--- src/rtl/aes_pkg.sv ---
// Shared AES constants, byte/state types and the InvShiftRows source-index function.
// Pure definitions; no logic of its own.
package aes_pkg;

    localparam int AES_NB          = 4;
    localparam int AES_STATE_BYTES = 16;

    typedef logic [7:0]   aes_byte_t;
    typedef logic [127:0] aes_state_t;

    // Result byte 4c+r comes from input byte 4*((c-r) mod 4)+r; the 2-bit subtract wraps mod 4.
    function automatic logic [3:0] isr_src_idx(input logic [3:0] idx);
        logic [1:0] col;
        logic [1:0] row;
        logic [1:0] src_col;
        col     = idx[3:2];
        row     = idx[1:0];
        src_col = col - row;
        return {src_col, row};
    endfunction

endpackage

--- src/rtl/isr_index_map.sv ---
// Maps a column-major result index to the input byte it is read from after InvShiftRows.
// Purely combinational, zero latency, no flow control.
module isr_index_map
    import aes_pkg::*;
(
    input  logic [3:0] idx,
    output logic [3:0] src_idx
);

    assign src_idx = isr_src_idx(idx);

endmodule

--- src/rtl/inv_shift_rows_stream.sv ---
// Byte-serial AES InvShiftRows over two ping-pong 16-byte banks; first result one cycle after byte 15.
// Holds off upstream only when both banks are full; output held steady while out_ready is low.
module inv_shift_rows_stream
    import aes_pkg::*;
(
    input  logic       clk,
    input  logic       rst,
    input  logic       in_valid,
    output logic       in_ready,
    input  logic [7:0] in_byte,
    output logic       out_valid,
    input  logic       out_ready,
    output logic [7:0] out_byte,
    output logic       out_last
);

    aes_byte_t  bank [2][AES_STATE_BYTES];
    logic [1:0] full;
    logic       wr_sel;
    logic       rd_sel;
    logic [3:0] wr_cnt;
    logic [3:0] rd_cnt;
    logic [3:0] src_idx;
    logic       in_fire;
    logic       out_fire;
    logic [1:0] full_set;
    logic [1:0] full_clr;

    isr_index_map u_index_map (
        .idx     (rd_cnt),
        .src_idx (src_idx)
    );

    // All outputs are decoded from registers only, so no in_* / out_ready feed-through.
    assign in_ready  = !full[wr_sel];
    assign out_valid = full[rd_sel];
    assign out_byte  = out_valid ? bank[rd_sel][src_idx] : 8'h00;
    assign out_last  = out_valid && (rd_cnt == 4'hF);

    assign in_fire  = in_valid && in_ready;
    assign out_fire = out_valid && out_ready;

    // Set always hits an empty bank and clear a full one, so both can land in one cycle.
    assign full_set = (in_fire && (wr_cnt == 4'hF))  ? (2'b01 << wr_sel) : 2'b00;
    assign full_clr = (out_fire && (rd_cnt == 4'hF)) ? (2'b01 << rd_sel) : 2'b00;

    always_ff @(posedge clk or posedge rst) begin
        if (rst) begin
            for (int b = 0; b < 2; b++) begin
                for (int i = 0; i < AES_STATE_BYTES; i++) begin
                    bank[b][i] <= 8'h00;
                end
            end
        end else if (in_fire) begin
            bank[wr_sel][wr_cnt] <= in_byte;
        end
    end

    always_ff @(posedge clk or posedge rst) begin
        if (rst) begin
            full   <= 2'b00;
            wr_sel <= 1'b0;
            rd_sel <= 1'b0;
            wr_cnt <= 4'h0;
            rd_cnt <= 4'h0;
        end else begin
            full <= (full | full_set) & ~full_clr;
            if (in_fire) begin
                wr_cnt <= wr_cnt + 4'h1;
                if (wr_cnt == 4'hF) begin
                    wr_sel <= !wr_sel;
                end
            end
            if (out_fire) begin
                rd_cnt <= rd_cnt + 4'h1;
                if (rd_cnt == 4'hF) begin
                    rd_sel <= !rd_sel;
                end
            end
        end
    end

    out_hold_a: assert property (@(posedge clk) disable iff (rst)
        out_valid && !out_ready |=> $stable(out_byte));

    no_overfill_a: assert property (@(posedge clk) disable iff (rst)
        !(full[0] && full[1] && in_ready));

endmodule
--- config.mk ---
export PLATFORM = sky130hd
export DESIGN_NAME = inv_shift_rows_stream
export DESIGN_NICKNAME = d
export VERILOG_FILES = /design/src/rtl/aes_pkg.sv /design/src/rtl/isr_index_map.sv /design/src/rtl/inv_shift_rows_stream.sv
export SDC_FILE = /design/constraint.sdc
export NUM_CORES = 1
export LEC_CHECK = 0
export BUFFER_PORTS_ARGS = -buffer_cell sky130_fd_sc_hd__buf_2
export CAP_MARGIN = 0
export CORE_ASPECT_RATIO = 0.75
export CORE_MARGIN = 2
export CORE_UTILIZATION = 45
export CTS_BUF_LIST = sky130_fd_sc_hd__clkbuf_8
export DETAILED_ROUTE_END_ITERATION = 12
export SYNTH_ARGS = -nofsm -noshare
export SYNTH_HDL_FRONTEND = slang
export SYNTH_SLANG_ARGS = --single-unit
--- constraint.sdc ---
create_clock -name clk -period 8.57 [get_ports clk]
set_input_delay 1.714 -clock clk [delete_from_list [all_inputs] [get_ports clk]]
set_output_delay 1.714 -clock clk [all_outputs]
set_load 0.01 [all_outputs]
Yosys cells after proc, flatten, opt, wreduce, memory -nomap -nowiden
Cells that the tools add are included.
{ "op_classes": {"add_sub_neg": 3, "magnitude_cmp": 8, "n_eq_ne": 2, "n_shift": 2, "n_mux": 18, "bitwise_logic": 7, "n_reduce_logical": 12} }
{ "ops": {"columns": ["operator", "n"], "rows": [
  ["2-to-1 mux 128 bit", 4],
  ["bitwise mux 256 bit", 1],
  ["demux 128 bit (select 1 bit)", 1],
  ["binary-select mux 8 bit (select 4 bit)", 1],
  ["demux 8 bit (select 4 bit)", 1],
  ["2-to-1 mux 8 bit", 4],
  ["greater-or-equal comparator 5 bit (second input constant)", 2],
  ["inverter 4 -> 5 bit", 2],
  ["adder 4 x 1 -> 4 bit (second input constant)", 2],
  ["== test 4 bit (second input constant)", 2],
  ["logical AND 1 bit", 7],
  ["< comparator 5 x 1 -> 1 bit (second input constant)", 1],
  ["greater-or-equal comparator 2 bit (second input constant)", 2],
  ["< comparator 1 x 2 -> 1 bit (second input constant)", 2],
  ["2-to-1 mux 1 bit", 4],
  ["2-to-1 mux 2 bit", 2],
  ["inverter 1 -> 2 bit", 2],
  ["AND reduction 2 bit", 2],
  ["left shift 1 x 1 -> 2 bit (first input constant)", 2],
  ["logical NOT 1 bit", 3],
  ["AND 2 bit", 1],
  ["< comparator 2 x 1 -> 1 bit (second input constant)", 1],
  ["inverter 2 bit", 1],
  ["OR 2 bit", 1],
  ["subtractor 2 bit", 1]
]} }
{ "word_totals": {"ff_bits": 268, "in_bits": 12, "out_inout_bits": 11, "elab_cells": 89} }

Longest topological paths before layout
{ "depth": {"word_depth": 8, "depth_mapped": 9, "mapped_depth_nobuf": 7} }

By module
From an unflattened synthesis, not the netlist that was laid out.
{ "unflattened": {"hier_cells": 806, "hier_area_um2": 12445.7} }
{ "modules_own_cells": {"columns": ["mod", "instances", "cells_each", "area_per_inst_um2"], "rows": [
  ["inv_shift_rows_stream", 1, 800, 12386.9],
  ["isr_index_map", 1, 6, 58.8]
]} }

Worst setup path after synthesis
No wires, ideal clock.
{ "synth_path": {"path_kind": "register to output", "start": "reg rd_cnt[0]", "end": "out out_byte[7]", "arrival_time_ps": 1908, "required_time_ps": 6856, "setup_slack_ps": 4948, "path_stages_with_launch": 9, "path_buffers": 3, "path_cell_list": "dfrtp_1 > buf_4 > buf_6 > buf_6 > nand2_1 > o221ai_1 > a31oi_1 > o21ai_0 > a2111oi_1"} }
{ "synth_between": {"elab_chain_cells": 6} }
{ "synth_lines": {"columns": ["element", "line_no", "rtl"], "rows": [
  ["from (decl)", "inv_shift_rows_stream.sv:22", "logic [3:0] rd_cnt;"],
  ["from (signal assigned)", "inv_shift_rows_stream.sv:75", "rd_cnt <= rd_cnt + 4'h1;"],
  ["subtractor 2 bit", "aes_pkg.sv:18", "src_col = col - row;"],
  ["inverter 4 -> 5 bit (implied by the code) (*)", "inv_shift_rows_stream.sv:37", "assign out_byte = out_valid ? bank[rd_sel][src_idx] : 8'h00;"],
  ["binary-select mux 8 bit (select 4 bit) (*)", "inv_shift_rows_stream.sv:37", null],
  ["2-to-1 mux 8 bit (implied by the code) (*) (2 in series)", "inv_shift_rows_stream.sv:37", null],
  ["2-to-1 mux 8 bit (*)", "inv_shift_rows_stream.sv:37", null],
  ["to (decl)", "inv_shift_rows_stream.sv:13", "output logic [7:0] out_byte,"]
]} }
Mark *: on every way between the ends. The rest lies on a longest branch, timed or not. The select of a mux whose other input is x is not followed.

Worst setup path in the final report
{ "layout_path": {"start": "reg rd_sel", "end": "out out_byte[7]"} }
{ "layout_between": {"elab_chain_cells": 8} }
{ "layout_lines": {"columns": ["element", "line_no", "rtl"], "rows": [
  ["from (decl)", "inv_shift_rows_stream.sv:20", "logic rd_sel;"],
  ["from (signal assigned)", "inv_shift_rows_stream.sv:77", "rd_sel <= !rd_sel;"],
  ["inverter 1 -> 2 bit (implied by the code)", "inv_shift_rows_stream.sv:37", null],
  ["2-to-1 mux 128 bit (implied by the code) (3 in series)", "inv_shift_rows_stream.sv:37", null],
  ["binary-select mux 8 bit (select 4 bit)", "inv_shift_rows_stream.sv:37", null],
  ["2-to-1 mux 8 bit (implied by the code) (2 in series)", "inv_shift_rows_stream.sv:37", null],
  ["2-to-1 mux 8 bit (*)", "inv_shift_rows_stream.sv:37", null]
]} }
Marked as above.

==> results.json <==
{
  "synth-warning-count": 0,
  "grtUsageTotal_pct": 21.08,
  "power.leakage_nw": 6.335,
  "num_antenna_cells": 0,
  "cts_resized": 0,
  "drcViolationCount": 0,
  "power.sequential.fraction_pct": 42.1,
  "drtAntennaViolNets": 0,
  "synth_top_cell_by_area": "dfrtp_1",
  "period_minus_slack_ns": 5.705,
  "cts-root-buf": "clkbuf_8",
  "vias": 6997,
  "path_cells": "buf_4 > mux2_2 > o221ai_1 > a31oi_1 > o21ai_0 > a2111oi_1 > buf_2",
  "wire_per_inst_um": 24.36,
  "io_pins": 23,
  "synthArstFlopShare_pct": 100.0,
  "ys_ff_latch": 268,
  "synth-edff-count": 0,
  "finalHoldViolations": 0,
  "dieArea_mm2": 0.02934,
  "hold_buffers": 0,
  "antenna_found_initial": 1,
  "switching_share_pct": 33.47,
  "cp.arrival_ns": 3.99,
  "crit_slowest_cell": "dfrtp_4",
  "cellPowerDensity_mw_per_mm2": 327.7,
  "synth.top_cell.area_share_pct": 53.29,
  "hold_end": "bank[86]",
  "switchingPower_mw": 1.482,
  "overflow": 0,
  "first_global_vias": 7420,
  "core_area_mm2": 0.02726,
  "finalSetupTns_ns": 0,
  "cts_tree": "yes",
  "ys_top_cells_by_area": "dfrtp_1, mux2_2, mux4_2, nand2_1, bufbuf_16",
  "rsz0062_at_grt": "false",
  "syn2layout_area_growth_pct": 7.367,
  "final_nets": 843,
  "worstSkewPairLatency_ns": 0.55,
  "drt-initial-drc-count": 475,
  "synthCells": 807,
  "r2r_start": "rd_sel",
  "htree_num_levels": 2,
  "synth.net_count": 825,
  "avgSynthCellArea_um2": 15.60,
  "status": "complete, no violations",
  "reg2reg_to": "full[1]",
  "worst_ir_drop_vdd_uv": 153.3,
  "ys_types": 44,
  "portBuffers": 22,
  "die_y_um": 148.8,
  "ys.flop_type": "dfrtp_1",
  "power_frac_comb_pct": 34.3,
  "initial_utilization_pct": 46.17,
  "drv_cap": 0,
  "clockBufferDepth": 3,
  "n_fill_cell": 2311,
  "worst_pin_slew_ns": 1.073,
  "min_path_cells": 1,
  "vias_per_cell": 5.821,
  "cp-end-kind": "primary output",
  "yosysSeqAreaShare_pct": 53.29,
  "clkPwrFrac_pct": 23.6,
  "path_class": "flop to primary output",
  "place.gp.congestion": 0.8452,
  "wl_mm": 29.28,
  "critPathMaxFanout": 50,
  "fin_skew_ns": 0.02398,
  "clock-sinks": 268,
  "rows": 52,
  "grt_max_degree": 85,
  "netlist_area_mm2": 0.01259,
  "cts_buffers": 43,
  "reg2reg_depth": 6,
  "path_clk_slew_ns": 0.06,
  "drv_slew": 0,
  "first_pass_iters": 5,
  "drive_gt1_share_pct": 50.18,
  "dpl_cell_area_mm2": 0.01271,
  "die_x_um": 197.1,
  "fmax_ghz": 0.1753,
  "hp-start": "bank[86]",
  "grt_pass1_wl_mm": 45.99,
  "crit_path_start_kind": "flop",
  "rrSetupSlack_ns": 5.79,
  "critPathRequiredTime_ns": 6.86,
  "fin_area_mm2": 0.01351,
  "hpwl_mm": 18.89,
  "slew_headroom_pct": 28.47,
  "finalSetupViolCount": 0,
  "worstHoldPathType": "flop to flop",
  "cts_setup_buffers": 0,
  "internal_power_mw": 2.946,
  "period_share_pct": 66.57,
  "slowest_delay_ns": 0.96
}
-- state kept, by name, indices dropped and copies added, names as in the netlist --
register  count
bank        256
rd_cnt        4
rd_sel        1
wr_cnt        4
wr_sel        1
full          2
-- kinds of logic after synthesis --
logic type,share of synthesized area [%]
compound gates,1.581
simple gates,3.221
fa+ha+maj,0.5965
xor+xnor,0.8252
buf+inv,4.136
mux,36.36
flops,53.29
-- power by group through the flow --
| stage | logic, mW | clock network, mW | registers [mW] |
|---|---|---|---|
| 4_1_cts | 1.52 | 1.07 | 1.87 |
| 5_1_grt | 1.62 | 1.14 | 1.91 |
| 6_report | 1.52 | 1.04 | 1.86 |
| 3_5_place_dp | 1.52 | 0 | 1.88 |
| 3_3_place_gp | 1.49 | 0 | 1.86 |
| 2_1_floorplan | 1.27 | 0 | 1.71 |
-- how the worst max path moves through the flow --
stage          startpoint          end  slack [ns]  cells past startpoint
6_report           rd_sel  out_byte[7]        2.86                      7
3_3_place_gp       rd_sel  out_byte[7]        3.57                      7
2_1_floorplan         rst      bank[0]        3.32                      1
4_1_cts         rd_cnt[0]  out_byte[7]        2.93                      7
3_5_place_dp       rd_sel  out_byte[7]        3.53                      7
5_1_grt         rd_cnt[0]  out_byte[7]        2.74                      7
-- cell usage after synthesis, types with 2 or more instances --
master	count
nor3_1	3
mux4_2	71
nand3_1	2
o22ai_1	5
clkbuf_1	23
ha_1	6
nand4_1	3
mux2i_1	3
dlygate4sd1_1	3
nand2_1	58
buf_4	7
xnor2_1	9
buf_2	4
mux2_4	8
bufbuf_16	5
nand2b_1	2
o221ai_1	2
nor2_1	16
a211oi_1	2
buf_6	10
o21ai_0	4
inv_1	9
mux2_2	251
o21ai_1	4
dfrtp_1	268
a21oi_1	7
and2_1	2
nand2_2	4
-- metrics by stage --
step                      hold slack [ns]  std cells  setup WS [ns]  util [%]  total power [mW]
after global routing               0.5125       1202          2.737     49.57             4.677
after detailed placement           0.4871       1131          3.529     46.62             3.400
after floorplan                    0.4737        807          3.317         -             2.979
after CTS                          0.5002       1202          2.931     49.57             4.464
after global placement             0.4809       1131          3.575     46.62             3.354
final                              0.5007       1202          2.865     49.57             4.428
-- metal layers --
layer | routed length (µm) | GRT usage [%]
met5 | 0 | 0
met4 | 355 | 4.662
met3 | 1627 | 4.205
met2 | 12940 | 31.06
met1 | 14360 | 32.40
-- worst max-delay path, delay by kind of cell, from the launching register on --
family / cells / cell delay [ns]
multiplexers: 1 / 0.24
buffers and inverters: 2 / 0.76
flip-flops: 1 / 0.96
AO/OA/AOI/OAI: 4 / 1.40
-- layout make-up --
class	instances	area, µm²	area share [%]
Sequential cell	268	6714	49.69
Multi-Input combinational cell	474	5359	39.66
Clock buffer	53	729.5	5.398
Tap cell	351	439.2	3.250
Timing Repair Buffer	28	155.1	1.148
Clock inverter	18	75.07	0.5556
Inverter	10	41.29	0.3056
-- cells in the final DEF (no fill, tap or decap), types with 4 or more instances in the layout --
cell / count
mux4_2: 71
o21ai_1: 4
mux2_2: 251
a21oi_1: 7
dfrtp_1: 266
nand2_2: 4
inv_1: 20
xnor2_1: 9
clkbuf_8: 53
o21ai_0: 4
o22ai_1: 5
mux2_4: 8
buf_2: 22
nor2_1: 16
clkinv_2: 6
ha_1: 6
nand2_1: 58
buf_4: 6
Note: power is estimated with default switching activity, not from simulation.
